`config.mk`:
```
export PLATFORM = sky130hd
export DESIGN_NAME = ccff_loader
export DESIGN_NICKNAME = d
export VERILOG_FILES = /design/src/rtl/ccff_pkg.sv /design/src/rtl/ccff_sig_accum.sv /design/src/rtl/ccff_loader.sv
export SDC_FILE = /design/constraint.sdc
export NUM_CORES = 1
export LEC_CHECK = 0
export BUFFER_PORTS_ARGS = -buffer_cell sky130_fd_sc_hd__buf_2
export CORE_MARGIN = 1.5
export CORE_UTILIZATION = 30
export CTS_BUF_LIST = sky130_fd_sc_hd__clkbuf_8
export DETAILED_ROUTE_END_ITERATION = 16
export SETUP_SLACK_MARGIN = 0.05
export SLEW_MARGIN = 20
export SYNTH_ARGS = -nofsm -noshare
export SYNTH_HDL_FRONTEND = slang
export SYNTH_SLANG_ARGS = --single-unit
```
`constraint.sdc`:
```
create_clock -name prog_clock -period 2.45 [get_ports prog_clock]
set_input_delay 0.6125 -clock prog_clock [delete_from_list [all_inputs] [get_ports prog_clock]]
set_output_delay 0.6125 -clock prog_clock [all_outputs]
set_load 0.1 [all_outputs]
```
`src/rtl/ccff_pkg.sv`:
```
// Shared configuration for the configuration-chain loader.
// Holds the FSM state encoding and the default chain count.
package ccff_pkg;

   localparam int NUM_CHAINS_DEF = 10;

   typedef enum logic [1:0] {
      IDLE = 2'd0,
      LOAD = 2'd1,
      DONE = 2'd2,
      ERR  = 2'd3
   } state_e;

endpackage

```
`src/rtl/ccff_sig_accum.sv`:
```
// Per-chain XOR signature of the fabric chain tails.
// A clear beats an update in the same cycle.
module ccff_sig_accum
   import ccff_pkg::*;
#(
   parameter int W = NUM_CHAINS_DEF
) (
   input  logic         clk_i,
   input  logic         rst_i,
   input  logic         clr_i,
   input  logic         en_i,
   input  logic [W-1:0] tail_i,
   output logic [W-1:0] sig_o
);

   logic [W-1:0] sig_q;
   logic [W-1:0] sig_d;

   always_comb begin
      sig_d = sig_q;
      if (clr_i) begin
         sig_d = '0;
      end else if (en_i) begin
         sig_d = sig_q ^ tail_i;
      end
   end

   always_ff @(posedge clk_i or posedge rst_i) begin
      if (rst_i) begin
         sig_q <= '0;
      end else begin
         sig_q <= sig_d;
      end
   end

   assign sig_o = sig_q;

endmodule

```
`src/rtl/ccff_loader.sv`:
```
// Streams a bitstream into NUM_CHAINS parallel configuration chains,
// checks the load length and signs the chain tails.
module ccff_loader
   import ccff_pkg::*;
#(
   parameter int NUM_CHAINS = NUM_CHAINS_DEF,
   parameter int CHAIN_LEN  = 4096,
   parameter int CNT_W      = 13
) (
   input  logic                  prog_clock,
   input  logic                  prog_reset,
   input  logic                  start,
   input  logic                  abort,
   input  logic                  bs_valid,
   output logic                  bs_ready,
   input  logic [NUM_CHAINS-1:0] bs_data,
   input  logic                  bs_last,
   output logic [NUM_CHAINS-1:0] ccff_head,
   input  logic [NUM_CHAINS-1:0] ccff_tail,
   output logic                  ccff_shift_en,
   output logic [CNT_W-1:0]      shift_count,
   output logic [NUM_CHAINS-1:0] tail_sig,
   output logic                  cfg_done,
   output logic                  cfg_error
);

   state_e                  state_q;
   logic [NUM_CHAINS-1:0]   head_q;
   logic                    shift_en_q;
   logic [CNT_W-1:0]        count_q;
   logic                    done_q;
   logic                    error_q;

   logic                    accept;
   logic                    last_word;
   logic                    sig_clr;

   assign bs_ready  = (state_q == LOAD);
   assign accept    = bs_valid & bs_ready & ~abort;
   assign last_word = (count_q == CNT_W'(CHAIN_LEN - 1));
   assign sig_clr   = start & ~abort & (state_q != LOAD);

   always_ff @(posedge prog_clock or posedge prog_reset) begin
      if (prog_reset) begin
         state_q    <= IDLE;
         head_q     <= '0;
         shift_en_q <= 1'b0;
         count_q    <= '0;
         done_q     <= 1'b0;
         error_q    <= 1'b0;
      end else begin
         shift_en_q <= 1'b0;
         if (abort) begin
            state_q <= IDLE;
            count_q <= '0;
            done_q  <= 1'b0;
            error_q <= 1'b0;
         end else begin
            unique case (state_q)
               IDLE, DONE, ERR: begin
                  if (start) begin
                     state_q <= LOAD;
                     count_q <= '0;
                     done_q  <= 1'b0;
                     error_q <= 1'b0;
                  end
               end
               LOAD: begin
                  if (accept) begin
                     head_q     <= bs_data;
                     shift_en_q <= 1'b1;
                     count_q    <= count_q + CNT_W'(1);
                     // Length must end exactly on the last word of the chain
                     if (last_word && bs_last) begin
                        state_q <= DONE;
                        done_q  <= 1'b1;
                     end else if (last_word || bs_last) begin
                        state_q <= ERR;
                        error_q <= 1'b1;
                     end
                  end
               end
               default: state_q <= IDLE;
            endcase
         end
      end
   end

   ccff_sig_accum #(
      .W (NUM_CHAINS)
   ) u_sig (
      .clk_i  (prog_clock),
      .rst_i  (prog_reset),
      .clr_i  (sig_clr),
      .en_i   (shift_en_q),
      .tail_i (ccff_tail),
      .sig_o  (tail_sig)
   );

   assign ccff_head     = head_q;
   assign ccff_shift_en = shift_en_q;
   assign shift_count   = count_q;
   assign cfg_done      = done_q;
   assign cfg_error     = error_q;

endmodule

```
# Yosys cells after proc, flatten, opt, wreduce, memory -nomap -nowiden
# Index checks and enable logic that the tools add are counted.
[totals]
out_inout_bits = 37
word_cells = 60
input_bits = 26
rom_bits = 0
latch_bits = 0
reg_bits = 38
n_memories = 0
mem_bits_rw = 0
[classes]
reduce_logical = 10
eq_ne = 11
n_addsub = 1
n_mux = 25
order_cmp = 0
shifts = 0
multipliers = 0
bitwise_logic = 6
div_mod_pow = 0
[ops]
columns = ["operator", "count"]
rows = [
  ["13-bit two-way mux", 3],
  ["13-bit case mux with 2 select lines", 1],
  ["10-bit two-way mux", 2],
  ["13-bit by 1-bit adder with 13-bit output, second input constant", 1],
  ["13-bit by 12-bit == test with 1-bit output, second input constant", 1],
  ["1-bit two-way mux", 11],
  ["2-bit two-way mux", 5],
  ["10-bit bitwise XOR", 1],
  ["3-bit by 2-bit != test with 1-bit output, second input constant", 3],
  ["3-bit AND reduction", 3],
  ["3-bit != test, second input constant", 2],
  ["1-bit bitwise AND", 4],
  ["2-bit == test, second input constant", 2],
  ["4-bit by 2-bit != test with 1-bit output, second input constant", 1],
  ["1-bit case mux with 2 select lines", 2],
  ["2-bit case mux with 2 select lines", 1],
  ["4-bit AND reduction", 1],
  ["3-bit OR reduction", 1],
  ["2-bit by 1-bit == test with 1-bit output, second input constant", 1],
  ["2-bit logical NOT", 1],
  ["2-bit by 1-bit != test with 1-bit output, second input constant", 1],
  ["2-bit AND reduction", 1],
  ["2-bit nonzero test", 1],
  ["1-bit logical AND", 1],
  ["other kinds (2)", 2],
]

# Logic depth before layout (Yosys ltp)
# Gate-level depths: netlist (run 1).
[logic_depth]
depth_word = 7
ltp_mapped = 7
mapped_depth_nobuf = 5

# Hierarchy
# A second synthesis (run 1) with hierarchy kept.
[unflattened]
hier_cells = 160
area_unflattened_um2 = 1910.6
[modules_own_cells]
columns = ["module", "seq_area_each_um2", "area_per_inst_um2", "cells_per_inst", "instances"]
rows = [
  ["ccff_loader", 700.7, 1377.6, 116, 1],
  ["ccff_sig_accum", 250.2, 533.0, 44, 1],
]

# Worst setup path after synthesis (run 1)
# OpenSTA, ideal clock, no wires.
[synth_path]
path_type = "reg-to-reg"
startpoint = "register count_q[1], in the netlist shift_count[1]"
endpoint = "register state_q[0]"
path_stages_with_launch = 6
setup_time_ps = 125
required_ps = 2325
synth_period_minus_slack_ps = 2370
slack_ps = 80
path_buffers = 0
t_arrival_ps = 2245
path_cell_list = "dfrtp_1 -> ha_1 -> nand4b_1 -> or3_1 -> a21oi_1 -> mux2_2"
[synth_between]
elab_chain_len = 6
elab_cells_between_ends = 9
classes_between = "eq/ne (2); mux (4); reduce/logical (3)"
[synth_rtl]
columns = ["item", "line_no", "source"]
rows = [
  ["start: declaration", "ccff_loader.sv:30", "logic [CNT_W-1:0] count_q;"],
  ["start signal: assignment", "ccff_loader.sv:72", "count_q <= count_q + CNT_W'(1);"],
  ["13-bit by 12-bit == test with 1-bit output *", "ccff_loader.sv:40", "assign last_word = (count_q == CNT_W'(CHAIN_LEN - 1));"],
  ["1-bit logical AND", "ccff_loader.sv:74", "if (last_word && bs_last) begin"],
  ["2-bit two-way mux", "ccff_loader.sv:74", ""],
  ["2-bit two-way mux", "ccff_loader.sv:69", "if (accept) begin"],
  ["2-bit case mux with 2 select lines", "ccff_loader.sv:59", "unique case (state_q)"],
  ["2-bit two-way mux", "ccff_loader.sv:53", "if (abort) begin"],
  ["end signal: assignment", "ccff_loader.sv:54", "state_q <= IDLE;"],
  ["end signal: assignment", "ccff_loader.sv:62", "state_q <= LOAD;"],
  ["end signal: assignment", "ccff_loader.sv:75", "state_q <= DONE;"],
  ["end: declaration", "ccff_loader.sv:27", "state_e state_q;"],
]
# Mark *: on every way between the ends. The rest lies on a longest branch, timed or not. The select of a mux whose other input is x is not followed.
# A chain may end at the register's enable or synchronous reset.

# Final worst setup path (run 1)
[layout_path]
startpoint = "register state_q[1]"
endpoint = "output port bs_ready"
[layout_between]
elab_chain_len = 1
[layout_rtl]
columns = ["item", "line_no", "source"]
rows = [
  ["start signal: assignment", "ccff_loader.sv:45", "state_q <= IDLE;"],
  ["start signal: assignment", "ccff_loader.sv:54", ""],
  ["start signal: assignment", "ccff_loader.sv:62", ""],
  ["2-bit by 1-bit == test with 1-bit output", "ccff_loader.sv:38", "assign bs_ready = (state_q == LOAD);"],
  ["end: declaration", "ccff_loader.sv:15", "output logic bs_ready,"],
]
# No other way between the ends.

==> results of run 1 <==
[cell type report]
cell class	instances	area (um^2)	share of cell area [%]
multi-input combinational	111	744	33.2
clock buffer	6	82.6	3.69
clock inverter	2	8.76	0.391
tap	72	90.1	4.02
timing repair buffer	66	340	15.2
sequential	38	951	42.5
inverter	6	22.5	1.01
[state kept, by name, summed over array words and instances, names as in the netlist]
signal	cells
cfg_done	1
ccff_head	10
cfg_error	1
ccff_shift_en	1
shift_count	13
u_sig.sig_o	10
state_q	2
[critical path, stage by stage (launching register included)]
cell      delay (ps)
dfrtp_1          420
nand2b_4         200
inv_1            130
buf_2            440
[cells by family (layout without fill, tap and decap cells)]
logic type	after synthesis	after routing	share of synthesized area, %
AOI/OAI and AO/OA	29	29	11.0
xor gates and xnor gates	13	13	6.50
adders and majority gates	1	1	0.714
buffers and inverters	12	80	3.28
DFF	38	38	54.2
muxes	12	12	7.71
and+or+nand+nor	56	56	16.6
[path summary, 6_finish.rpt]
| kind | startpoint | to | slack, ps |
|---|---|---|---|
| hold / removal | prog_reset | state_q[1]$_DFFE_PP0P_ | 430 |
| setup / recovery | state_q[1]$_DFFE_PP0P_ | bs_ready | 360 |
| setup reg to reg | state_q[1]$_DFFE_PP0P_ | shift_count[11]$_DFFE_PP0P_ | 670 |
| hold reg to reg | cfg_error$_DFFE_PP0P_ | cfg_error$_DFFE_PP0P_ | 500 |
| max in group asynchronous | prog_reset | shift_count[4]$_DFFE_PP0P_ | 1690 |
| min in group prog_clock | cfg_error$_DFFE_PP0P_ | cfg_error$_DFFE_PP0P_ | 500 |
[metrics by stage]
step | total power, mW | instance area [um^2] | util, % | hold WS (ps) | cells
finish | 2.47 | 2240 | 40.2 | 434 | 301
global route | 2.57 | 2240 | 40.2 | 471 | 301
CTS | 2.50 | 2240 | 40.2 | 443 | 301
detailed placement | 2.06 | 2150 | 38.5 | 491 | 293
global placement | 2.05 | 2150 | 38.5 | 476 | 293
floorplan | 1.87 | 1750 | - | 542 | 161
[layer usage]
metal / vias up / track usage [%]
met2: 42 / 18.9
li1: 702 / -
met3: 2 / 2.40
met4: 0 / 6.84
met1: 677 / 17.7
met5: - / 0
[layout by cell type, fill, tap and decap left out, types with 2 or more instances in the layout]
cell type / netlist / final
buf_2: 1 / 62
dfrtp_1: 38 / 38
nor2_1: 18 / 18
nand2_1: 17 / 17
mux2_2: 12 / 12
xor2_1: 10 / 10
a21oi_1: 10 / 10
inv_1: 6 / 7
clkbuf_8: 0 / 6
or3_1: 5 / 5
nand3_1: 4 / 4
o21ai_0: 4 / 4
buf_4: 1 / 4
a211oi_1: 3 / 3
xnor2_1: 3 / 3
o31ai_1: 3 / 3
or4_1: 3 / 3
nand4_1: 2 / 2
nand4b_1: 2 / 2
o21a_1: 2 / 2
[report_power, final]
part	total, mW	switching [mW]	leakage [nW]	internal [mW]
sequential	0.815	0.0695	0.498	0.745
clock	0.430	0.207	0.0524	0.223
combinational	1.22	1.03	0.536	0.196
==> impl_summary.log, run 1 <==
[metrics] wire length of the first global-routing pass: 6220 um
[metrics] distinct cell type count after synthesis: 34
[metrics] f_max: 479 MHz
[metrics] DPL Wire Length: 2690 um
[metrics] initial antenna violation count: 0
[metrics] instance count of the mapped netlist: 161
[metrics] largest clock skew in the final design: 5.07 ps
[metrics] number of global-route vias before repair: 1325
[metrics] met2 routed WL: 1680 um
[metrics] Synth top cells by count: 38 x dfrtp_1, 18 x nor2_1, 17 x nand2_1, 12 x mux2_2
[metrics] pin count of the biggest net entering global routing: 39
[metrics] number of buffers created by CTS: 5
[metrics] count of standard-cell rows: 27
[metrics] cell at the root of the clock tree: clkbuf_8
[metrics] residual overflow from global routing: 0
[metrics] critical path arrival: 1480 ps
[metrics] clock tree from TritonCTS: yes
[metrics] Hold/Removal Path Class: in2async
[metrics] GRT Util Overall: 12.8%
[metrics] number of DRC markers after the initial detailed-route iteration: 56
[metrics] clock slew at the register clock pins of the worst setup and hold paths: 70 ps
[metrics] portion of the post-synthesis area used by sequential elements: 54.2%
[metrics] met3 WL post-DR: 180 um
[metrics] maximum vdd ir drop: 0.738 mV
[metrics] post-synthesis register bit count: 38
[metrics] top fanout value on the critical path: 10
[metrics] count of endpoints failing hold in the final timing report: 0
[metrics] area added between synthesis and finish: 27.8%
[metrics] leakage power figure: 1.09 nW
[metrics] status: completed
[metrics] hold-fix buffers at CTS: 0
[metrics] Die H: 79.4 um
[metrics] vias per inst: 4.73
[metrics] largest cells by area after synthesis: dfrtp_1 54%, mux2_2 7.7%, xor2_1 5.0%
[metrics] initial standard-cell utilization of the core: 31.4%
[metrics] fin. max-slew vios: 0
[metrics] number of gates given a new drive strength after cts: 0
[metrics] logic depth of the worst register-to-register path: 4
[metrics] worst-case setup slack after placement: 304 ps
[metrics] Setup CP Type: reg2out
[metrics] cell with the most instances after synthesis: dfrtp_1
[metrics] fin crit share: 85.3%
[metrics] width of the die: 79.4 um
[metrics] share of Yosys cell area claimed by the top area cell type: 54.2%
[metrics] worst rel slew slack: 56.8%
[metrics] via count: 1423
[metrics] CTS max path bufs: 2
[metrics] routed length on met1: 1790 um
[metrics] final wirelength: 3690 um
[metrics] Skew-Pair Late Insertion Delay: 280 ps
[metrics] layout cells sized above 1: 38.9%
[metrics] RSZ-0062 raised after global routing: false
[metrics] level count of the clock H-tree: 2
[metrics] Setup WS post-layout: 360 ps
[metrics] post-DR wirelength/cell: 12.2 um
[metrics] number of iterations in the first detailed-routing pass: 4
[metrics] Post-synth EDFFs: 0
[metrics] Post-Route Setup TNS: 0 ps
[metrics] area of the mapped netlist: 1750 um^2
[metrics] pwr/cell area: 1100 nW/um^2
[metrics] number of nets still failing antenna checks after routing: 0
[metrics] leading area contributor after synthesis: dfrtp_1
[metrics] # DRC: 0
[metrics] Top FF cell, synth: dfrtp_1
[metrics] Post-Synthesis Net Count: 188
[metrics] Worst-Margin Slew: 646 ps
[metrics] uppermost signal routing layer after detailed routing: met4
[metrics] share of synthesized flip-flops with an asynchronous set or reset: 100%
[metrics] setup fix buffers added after clock tree synthesis: 0
[metrics] count of inserted antenna diode cells: 0
[metrics] Synth warnings: 0
[metrics] mean instance size in the synthesized netlist: 10.9 um^2
[metrics] Critical Path End Type: primary output
[metrics] num ports: 63
[metrics] final critical delay including setup and external delays: 2090 ps
[metrics] final weighted congestion of routability-driven global placement: 0.750
[metrics] Net count, final: 255
[metrics] Filler Cells Inserted: 582
[metrics] Final setup viols: 0
[metrics] endpoint required time on the critical path: 1840 ps
[metrics] Worst Setup Start Kind: register
[metrics] reported max-cap violation count: 0
[metrics] die footprint: 6310 um^2
[metrics] number of buffers added on ports: 62
[metrics] Core Region: 5570 um^2
[metrics] clock sink total: 38
No activity file was read; power rests on OpenSTA's default activity.
==> run 2: changes to the inputs <==
ABC_AREA = 1   (was unset)
CAP_MARGIN = 20   (was unset)
==> run 2 against run 1 <==
  * Critical path depth increased by 1
  * Critical path type unchanged
  * Clock skew is 4.0 ps higher
  * Design area grew 1.3%
  * Register-to-register slack gained 290 ps
  * Sequential share of layout area fell by 0.56 points
  * Clock power decreased by 3%
  * Sequential power decreased by 1%
  * Combinational power decreased by 8%
  * Total power fell by 5.2%
  * Die area rose by 1.7%
  * Hold slack lost 79 ps
  * Routed wire length rose by 9.8%
==> impl_summary.log, run 2 <==
[metrics] status: completed
[metrics] initial standard-cell utilization of the core: 31.8% (+0.37 points)
[metrics] Critical Path End Type: primary output
[metrics] number of nets still failing antenna checks after routing: 0 (unchanged)
[metrics] setup fix buffers added after clock tree synthesis: 0 (unchanged)
[metrics] simple-gate share of the synthesized area: 30.9% (+14 points)
[metrics] met2 routed WL: 1880 um (+12%)
[metrics] mean instance size in the synthesized netlist: 8.26 um^2 (-24%)
[metrics] reported max-cap violation count: 0 (unchanged)
[metrics] num ports: 63 (unchanged)
[metrics] area added between synthesis and finish: 27.2%
[metrics] fraction of synthesized area in multiplexers: 0% (-7.7 points)
[metrics] level count of the clock H-tree: 2 (unchanged)
[metrics] Internal Dissipation: 1.11 mW (-5.0%)
[metrics] clock slew at the register clock pins of the worst setup and hold paths: 60 ps (about the same)
[metrics] wire length of the first global-routing pass: 6930 um (+12%)
[metrics] complex-gate fraction of the synthesized area: 4.63% (-6.4 points)
[metrics] width of the die: 80.1 um (+0.86%)
[metrics] uppermost signal routing layer after detailed routing: met4
[metrics] pin count of the biggest net entering global routing: 23 (-41%)
[metrics] clock sink total: 38 (unchanged)
[metrics] terminus of the critical flop-to-flop path: shift_count[5]$_DFFE_PP0P_
[metrics] count of standard-cell rows: 27 (unchanged)
[metrics] count of inserted antenna diode cells: 0 (unchanged)
[metrics] maximum vdd ir drop: 0.670 mV (-9.1%)
[metrics] residual overflow from global routing: 0 (unchanged)
[metrics] leakage power figure: 1.25 nW (+15%)
[metrics] post-DR wirelength/cell: 11.4 um (-7.1%)
[metrics] number of gates given a new drive strength after cts: 0 (unchanged)
[metrics] number of global-route vias before repair: 1473 (+11%)
[metrics] vias per inst: 4.39 (-7.2%)
[metrics] share of Yosys cell area claimed by the top area cell type: 53.3% (-0.95 points)
[metrics] via count: 1562 (+9.8%)
[metrics] met3 WL post-DR: 189 um (+5.0%)
[metrics] share of synthesized flip-flops with an asynchronous set or reset: 100% (unchanged)
[metrics] Filler Cells Inserted: 637 (+9.5%)
[metrics] Setup CP Type: reg2out
[metrics] endpoint required time on the critical path: 1840 ps (about the same)
[metrics] Skew-Pair Late Insertion Delay: 290 ps (about the same)
[metrics] worst rel slew slack: 67.5% (+11 points)
[metrics] Worst Setup Start Kind: register
[metrics] Synth top cells by count: 72 x nand2_1, 38 x dfrtp_1, 31 x nor2_1, 15 x inv_1, 11 x xor2_1
[metrics] final wirelength: 4050 um (+9.8%)
[metrics] Largest register FFs: 13 (unchanged)
[metrics] die footprint: 6420 um^2 (+1.7%)
[metrics] RSZ-0062 raised after global routing: false
[metrics] initial antenna violation count: 0 (unchanged)
[metrics] largest cells by area after synthesis: dfrtp_1 53%, nand2_1 15%, nor2_1 6.5%
[metrics] leading area contributor after synthesis: dfrtp_1
[metrics] dominant combinational cell family by area after synthesis: simple AND/OR/NAND/NOR gates
[metrics] number of buffers added on ports: 62 (unchanged)
[metrics] cell at the root of the clock tree: clkbuf_8
[metrics] final critical delay including setup and external delays: 1980 ps (-108 ps)
[metrics] routed length on met1: 1910 um (+7.0%)
[metrics] largest clock skew in the final design: 9.10 ps (+4.04 ps)
[metrics] Crit Reg-Reg Startpoint: state_q[1]$_DFFE_PP0P_
[metrics] fin crit share: 80.9% (-4.4 points)
[metrics] # DRC: 0 (unchanged)
[metrics] Core Region: 5610 um^2 (+0.61%)
[metrics] parity-gate share of the synthesized area counting xor and xnor cells: 5.40% (-1.1 points)
[metrics] Post-Synthesis Net Count: 243 (+29%)
[metrics] critical path arrival: 1370 ps (-110 ps)
[metrics] Storage cell area: 951 um^2 (unchanged)
[metrics] portion of the post-synthesis area used by sequential elements: 53.3% (-0.95 points)
[metrics] Synth warnings: 0 (unchanged)
[metrics] area of the mapped netlist: 1780 um^2 (+1.8%)
[metrics] logic depth of the worst register-to-register path: 8 (+4)
[metrics] net switching component of the power: 1.23 mW (-5.3%)
[metrics] Reg power frac: 34.3% (+1.2 points)
[metrics] most frequent cells in the layout: 72 x nand2_1, 62 x buf_2, 38 x dfrtp_1
[metrics] Worst-Margin Slew: 491 ps (-155 ps)
[metrics] adder-cell share of the synthesized area: 0.701% (-0.013 points)
[metrics] reg2reg setup slack: 960 ps (+290 ps)
[metrics] Top FF cell, synth: dfrtp_1
[metrics] area of combinational cells with multiple inputs: 742 um^2 (-0.34%)
[metrics] count of endpoints failing hold in the final timing report: 0 (unchanged)
[metrics] Post-Route Setup TNS: 0 ps (unchanged)
[metrics] Final setup viols: 0 (unchanged)
[metrics] clock tree from TritonCTS: yes
[metrics] total power after layout: 2.34 mW (-5.2%)
[metrics] final weighted congestion of routability-driven global placement: 0.830 (+11%)
[metrics] leading cell type in the layout, fill and taps excluded: nand2_1
[metrics] Comb power frac: 47.8% (-1.7 points)
[metrics] top fanout value on the critical path: 5 (-5)
[metrics] Clk network pwr share: 17.9% (+0.5 points)
[metrics] DPL Wire Length: 3100 um (+15%)
[metrics] cell with the most instances after synthesis: nand2_1
[metrics] pwr/cell area: 1030 nW/um^2 (-6.4%)
[metrics] GRT Util Overall: 14.2% (+1.4 points)
[metrics] number of iterations in the first detailed-routing pass: 4 (unchanged)
[metrics] hold slack final: 355 ps (-78.9 ps)
[metrics] number of DRC markers after the initial detailed-route iteration: 113 (+100%)
[metrics] post-synthesis register bit count: 38 (unchanged)
[metrics] instance count of the mapped netlist: 216 (+34%)
[metrics] Post-synth EDFFs: 0 (unchanged)
[metrics] number of buffers created by CTS: 5 (unchanged)
[metrics] switching power as a share of total power: 52.7% (-0.066 points)
[metrics] CTS max path bufs: 2 (unchanged)
[metrics] fin. max-slew vios: 0 (unchanged)
[metrics] layout cells sized above 1: 30.6% (-8.2 points)
[metrics] distinct cell type count after synthesis: 22 (-35%)
[metrics] Net count, final: 312 (+22%)
[metrics] Hold/Removal Path Class: in2async
[metrics] hold-fix buffers at CTS: 0 (unchanged)
[metrics] Die H: 80.1 um (+0.86%)
[metrics] f_max: 505 MHz (+5.4%)
==> run 2: changes by cell type in the layout (fill, tap and decap cells not counted), sizes merged, moves of 3 or more <==
cell	delta
o31ai	-3
a211oi	-3
xnor2	-3
or3	-5
o21ai	+3
inv	+12
nand2	+57
nor2	+18
nand3	+9
or4	-3
mux2	-12
==> run 2: power groups by stage <==
stage / clock network [mW] / registers (mW) / logic, mW
after floorplan: 0 / 1.57 / 0.183
after global placement: 0 / 0.811 / 1.12
after detailed placement: 0 / 0.816 / 1.13
after CTS: 0.436 / 0.805 / 1.13
after global routing: 0.465 / 0.819 / 1.17
final: 0.418 / 0.803 / 1.12
==> run 2: area by class of cell <==
type	instances	share of cell area [%]
Clock buffer	6	3.64
Inverter	19	3.14
Multi-Input combinational cell	156	32.7
Sequential cell	38	41.9
Tap cell	72	3.97
Timing Repair Buffer	65	14.7
==> run 2: cell families (layout without fill, tap and decap cells) <==
logic type / count (synthesis) / count (layout)
xor gates and xnor gates: 11 / 11
DFF: 38 / 38
adders and majority gates: 1 / 1
and+or+nand+nor: 128 / 128
buffers and inverters: 22 / 90
AOI/OAI and AO/OA: 16 / 16
==> run 2: worst max path at each step <==
stage / from / to / slack, ps / cells after the start
2_1_floorplan: shift_count[0]$_DFFE_PP0P_ / state_q[0]$_DFFE_PP0P_ / 440 / 8
3_3_place_gp: state_q[1]$_DFFE_PP0P_ / bs_ready / 780 / 4
3_5_place_dp: state_q[1]$_DFFE_PP0P_ / bs_ready / 760 / 4
4_1_cts: state_q[1]$_DFFE_PP0P_ / bs_ready / 450 / 4
5_1_grt: state_q[1]$_DFFE_PP0P_ / bs_ready / 350 / 4
6_report: state_q[1]$_DFFE_PP0P_ / bs_ready / 470 / 4
==> run 2: routing by layer <==
metal,up-vias,global-route usage (%)
met1,712,18.6
met5,-,0
met2,36,22.6
met4,0,5.17
li1,807,-
met3,7,3.64
==> run 2: worst max-delay path: stages (launching register included) <==
cell and delay, ps:
dfrtp_1 360, inv_1 110, nand2_2 100, inv_1 90
buf_2 420
==> run 2: metrics by stage <==
| step | setup WS, ps | area, um^2 | instances | util (%) |
|---|---|---|---|---|
| final | 468 | 2270 | 356 | 40.5 |
| after global routing | 348 | 2270 | 356 | 40.5 |
| after CTS | 451 | 2270 | 356 | 40.5 |
| after detailed placement | 758 | 2190 | 350 | 39.0 |
| after global placement | 784 | 2190 | 350 | 39.0 |
| after floorplan | 440 | 1780 | 216 | - |
==> run 3: changes to the inputs <==
clock period = 1.65 ns   (was 2.45 ns; I/O delays follow)
==> run 3 against run 2 <==
  * Global-route usage decreased by 0.21 points
  * Non-clock buffer count grew 3
  * Setup slack worse by 390 ps
  * Combinational power is 53% higher
  * Clock power increased by 63%
  * Sequential share of layout area down 1.0 points
  * Critical path type unchanged
  * Critical endpoint unchanged
  * Largest power group unchanged
==> impl_summary.log, run 3 (synthesis gave the netlist of run 2 again) <==
[metrics] top fanout value on the critical path: 5 (unchanged)
[metrics] Comb power frac: 47.7% (about the same)
[metrics] endpoint required time on the critical path: 1240 ps (-600 ps)
[metrics] vias per inst: 4.42 (+0.64%)
[metrics] maximum vdd ir drop: 1.06 mV (+58%)
[metrics] Skew-Pair Late Insertion Delay: 290 ps (about the same)
[metrics] residual overflow from global routing: 0 (unchanged)
[metrics] Setup CP Type: reg2out
[metrics] Setup WS post-layout: 76.2 ps (-392 ps)
[metrics] Largest register FFs: 13 (unchanged)
[metrics] Hold/Removal Path Class: in2async
[metrics] largest clock skew in the final design: 6.69 ps (-2.41 ps)
[metrics] cell at the root of the clock tree: clkbuf_8
[metrics] leading cell type in the layout, fill and taps excluded: nand2_1
[metrics] master of the slowest instance on the critical path: dfrtp_1
[metrics] DPL Wire Length: 3090 um (-0.44%)
[metrics] Critical Path, Cell by Cell: inv_1, nand2_2, inv_2, buf_12
[metrics] Post-Route Setup TNS: 0 ps (unchanged)
[metrics] num ports: 63 (unchanged)
[metrics] Final setup viols: 0 (unchanged)
[metrics] final weighted congestion of routability-driven global placement: 0.782 (-5.8%)
[metrics] worst-case setup slack after placement: 203 ps (-556 ps)
[metrics] Filler Cells Inserted: 587 (-7.8%)
[metrics] leakage power figure: 1.26 nW (+0.44%)
[metrics] number of iterations in the first detailed-routing pass: 4 (unchanged)
[metrics] final instance count without filler cells: 361 (+1.4%)
[metrics] fin crit share: 95.4%
[metrics] area added between synthesis and finish: 33.3%
[metrics] wire length of the first global-routing pass: 6970 um (+0.50%)
[metrics] count of inserted antenna diode cells: 0 (unchanged)
[metrics] number of global-route vias before repair: 1493 (+1.4%)
[metrics] Clk network pwr share: 19.0% (+1.1 points)
[metrics] hold slack final: 111 ps (-245 ps)
[metrics] biggest cell delay along the critical path: 360 ps (-60 ps)
[metrics] Worst Setup Start Kind: register
[metrics] switching power as a share of total power: 52.8% (about the same)
[metrics] final critical delay including setup and external delays: 1570 ps
[metrics] number of DRC markers after the initial detailed-route iteration: 64 (-43%)
[metrics] final wirelength: 4190 um (+3.5%)
[metrics] pin count of the biggest net entering global routing: 19 (-17%)
[metrics] total power after layout: 3.58 mW (+53%)
[metrics] f_max: 635 MHz
[metrics] Core Region: 5610 um^2 (unchanged)
[metrics] initial antenna violation count: 0 (unchanged)
[metrics] GRT Util Overall: 14.0% (-0.21 points)
[metrics] count of standard-cell rows: 27 (unchanged)
[metrics] status: completed
[metrics] count of endpoints failing hold in the final timing report: 0 (unchanged)
[metrics] pwr/cell area: 1510 nW/um^2 (+46%)
[metrics] width of the die: 80.1 um (unchanged)
[metrics] Worst-Margin Slew: 490 ps (-1.53 ps)
[metrics] RSZ-0062 raised after global routing: true
[metrics] fin. max-slew vios: 0 (unchanged)
[metrics] Critical Path End Type: primary output
[metrics] Internal Dissipation: 1.69 mW (+53%)
[metrics] Die H: 80.1 um (unchanged)
[metrics] Crit path max-delay family: buffers and inverters
[metrics] Net count, final: 315 (+0.96%)
[metrics] reported max-cap violation count: 0 (unchanged)
[metrics] number of buffers added on ports: 62 (unchanged)
[metrics] number of buffers created by CTS: 5 (unchanged)
[metrics] most frequent cells in the layout: 72 x nand2_1, 57 x buf_2, 31 x nor2_1
[metrics] net switching component of the power: 1.89 mW (+53%)
[metrics] Worst Path Buf+Inv: 3 (unchanged)
[metrics] number of nets still failing antenna checks after routing: 0 (unchanged)
[metrics] Reg power frac: 33.3% (-1.0 points)
[metrics] die footprint: 6420 um^2 (unchanged)
[metrics] # DRC: 0 (unchanged)
[metrics] hold-fix buffers at CTS: 0 (unchanged)
[metrics] clock sink total: 38 (unchanged)
[metrics] clock tree from TritonCTS: yes
[metrics] via count: 1594 (+2.0%)
[metrics] level count of the clock H-tree: 2 (unchanged)
[metrics] CTS max path bufs: 2 (unchanged)
[metrics] post-DR wirelength/cell: 11.6 um (+2.0%)
[metrics] layout cells sized above 1: 36.7% (+6.0 points)
[metrics] clock slew at the register clock pins of the worst setup and hold paths: 80 ps (+20 ps)
[metrics] Placed Cells: 352 (+0.57%)
[metrics] initial standard-cell utilization of the core: 31.8% (unchanged)
[metrics] critical path arrival: 1160 ps (-210 ps)
[metrics] worst rel slew slack: 67.6% (+0.10 points)
run 3: cell types whose count changed in the layout (fill, tap and decap cells not counted), moves of 3 or more:
| cell | delta |
|---|---|
| buf_12 | +3 |
| clkbuf_4 | +3 |
| dfrtp_1 | -13 |
| buf_2 | -5 |
| dfrtp_2 | +11 |
run 3: area by class of cell:
class                           instances  area [um^2]  share of cell area [%]
Tap cell                               72         90.1                    3.79
Multi-Input combinational cell        156          742                    31.2
Sequential cell                        38          972                    40.9
Timing Repair Buffer                   68          405                    17.0
Clock buffer                            6         82.6                    3.47
Inverter                               19         73.8                    3.10
Clock inverter                          2         12.5                   0.526
run 3: power groups by stage:
stage	registers [mW]	clock network, mW	logic [mW]
finish	1.19	0.680	1.71
global route	1.21	0.738	1.78
CTS	1.20	0.702	1.71
detailed placement	1.21	0	1.70
global placement	1.21	0	1.70
floorplan	2.33	0	0.272
run 3: what timing repair did:
| item | 4_1_cts | 5_1_grt |
|---|---|---|
| buffers inserted | 0 | 1 |
| setup endpoints to repair | 1 | 6 |
| gates resized for setup | 1 | 5 |
run 3: worst paths after layout:
kind | to | slack [ps] | cells past startpoint | startpoint
min in group prog_clock | ccff_head[0]$_DFFE_PP0P_ | 310 | 3 | bs_data[0]
worst max register to register | shift_count[5]$_DFFE_PP0P_ | 200 | 8 | state_q[1]$_DFFE_PP0P_
worst min register to register | ccff_head[9]$_DFFE_PP0P_ | 470 | 2 | ccff_head[9]$_DFFE_PP0P_
worst max-delay path | bs_ready | 80 | 4 | state_q[1]$_DFFE_PP0P_
worst min-delay path | ccff_head[9]$_DFFE_PP0P_ | 110 | 2 | prog_reset
max in group asynchronous | u_sig.sig_o[3]$_DFFE_PP0P_ | 1010 | 3 | prog_reset
run 3: stage by stage:
stage          instance area, um^2  utilization [%]
2_1_floorplan                 1810                -
3_3_place_gp                  2270             40.4
3_5_place_dp                  2270             40.4
4_1_cts                       2360             42.1
5_1_grt                       2380             42.4
6_report                      2380             42.4
run 3: layer usage:
layer / part of all wire [%] / vias up / track usage, %
met4: 1.6 / 0 / 4.66
met5: 0 / - / 0
li1: - / 820 / -
met1: 48 / 724 / 19.2
met3: 5.2 / 6 / 3.41
met2: 45 / 44 / 21.6
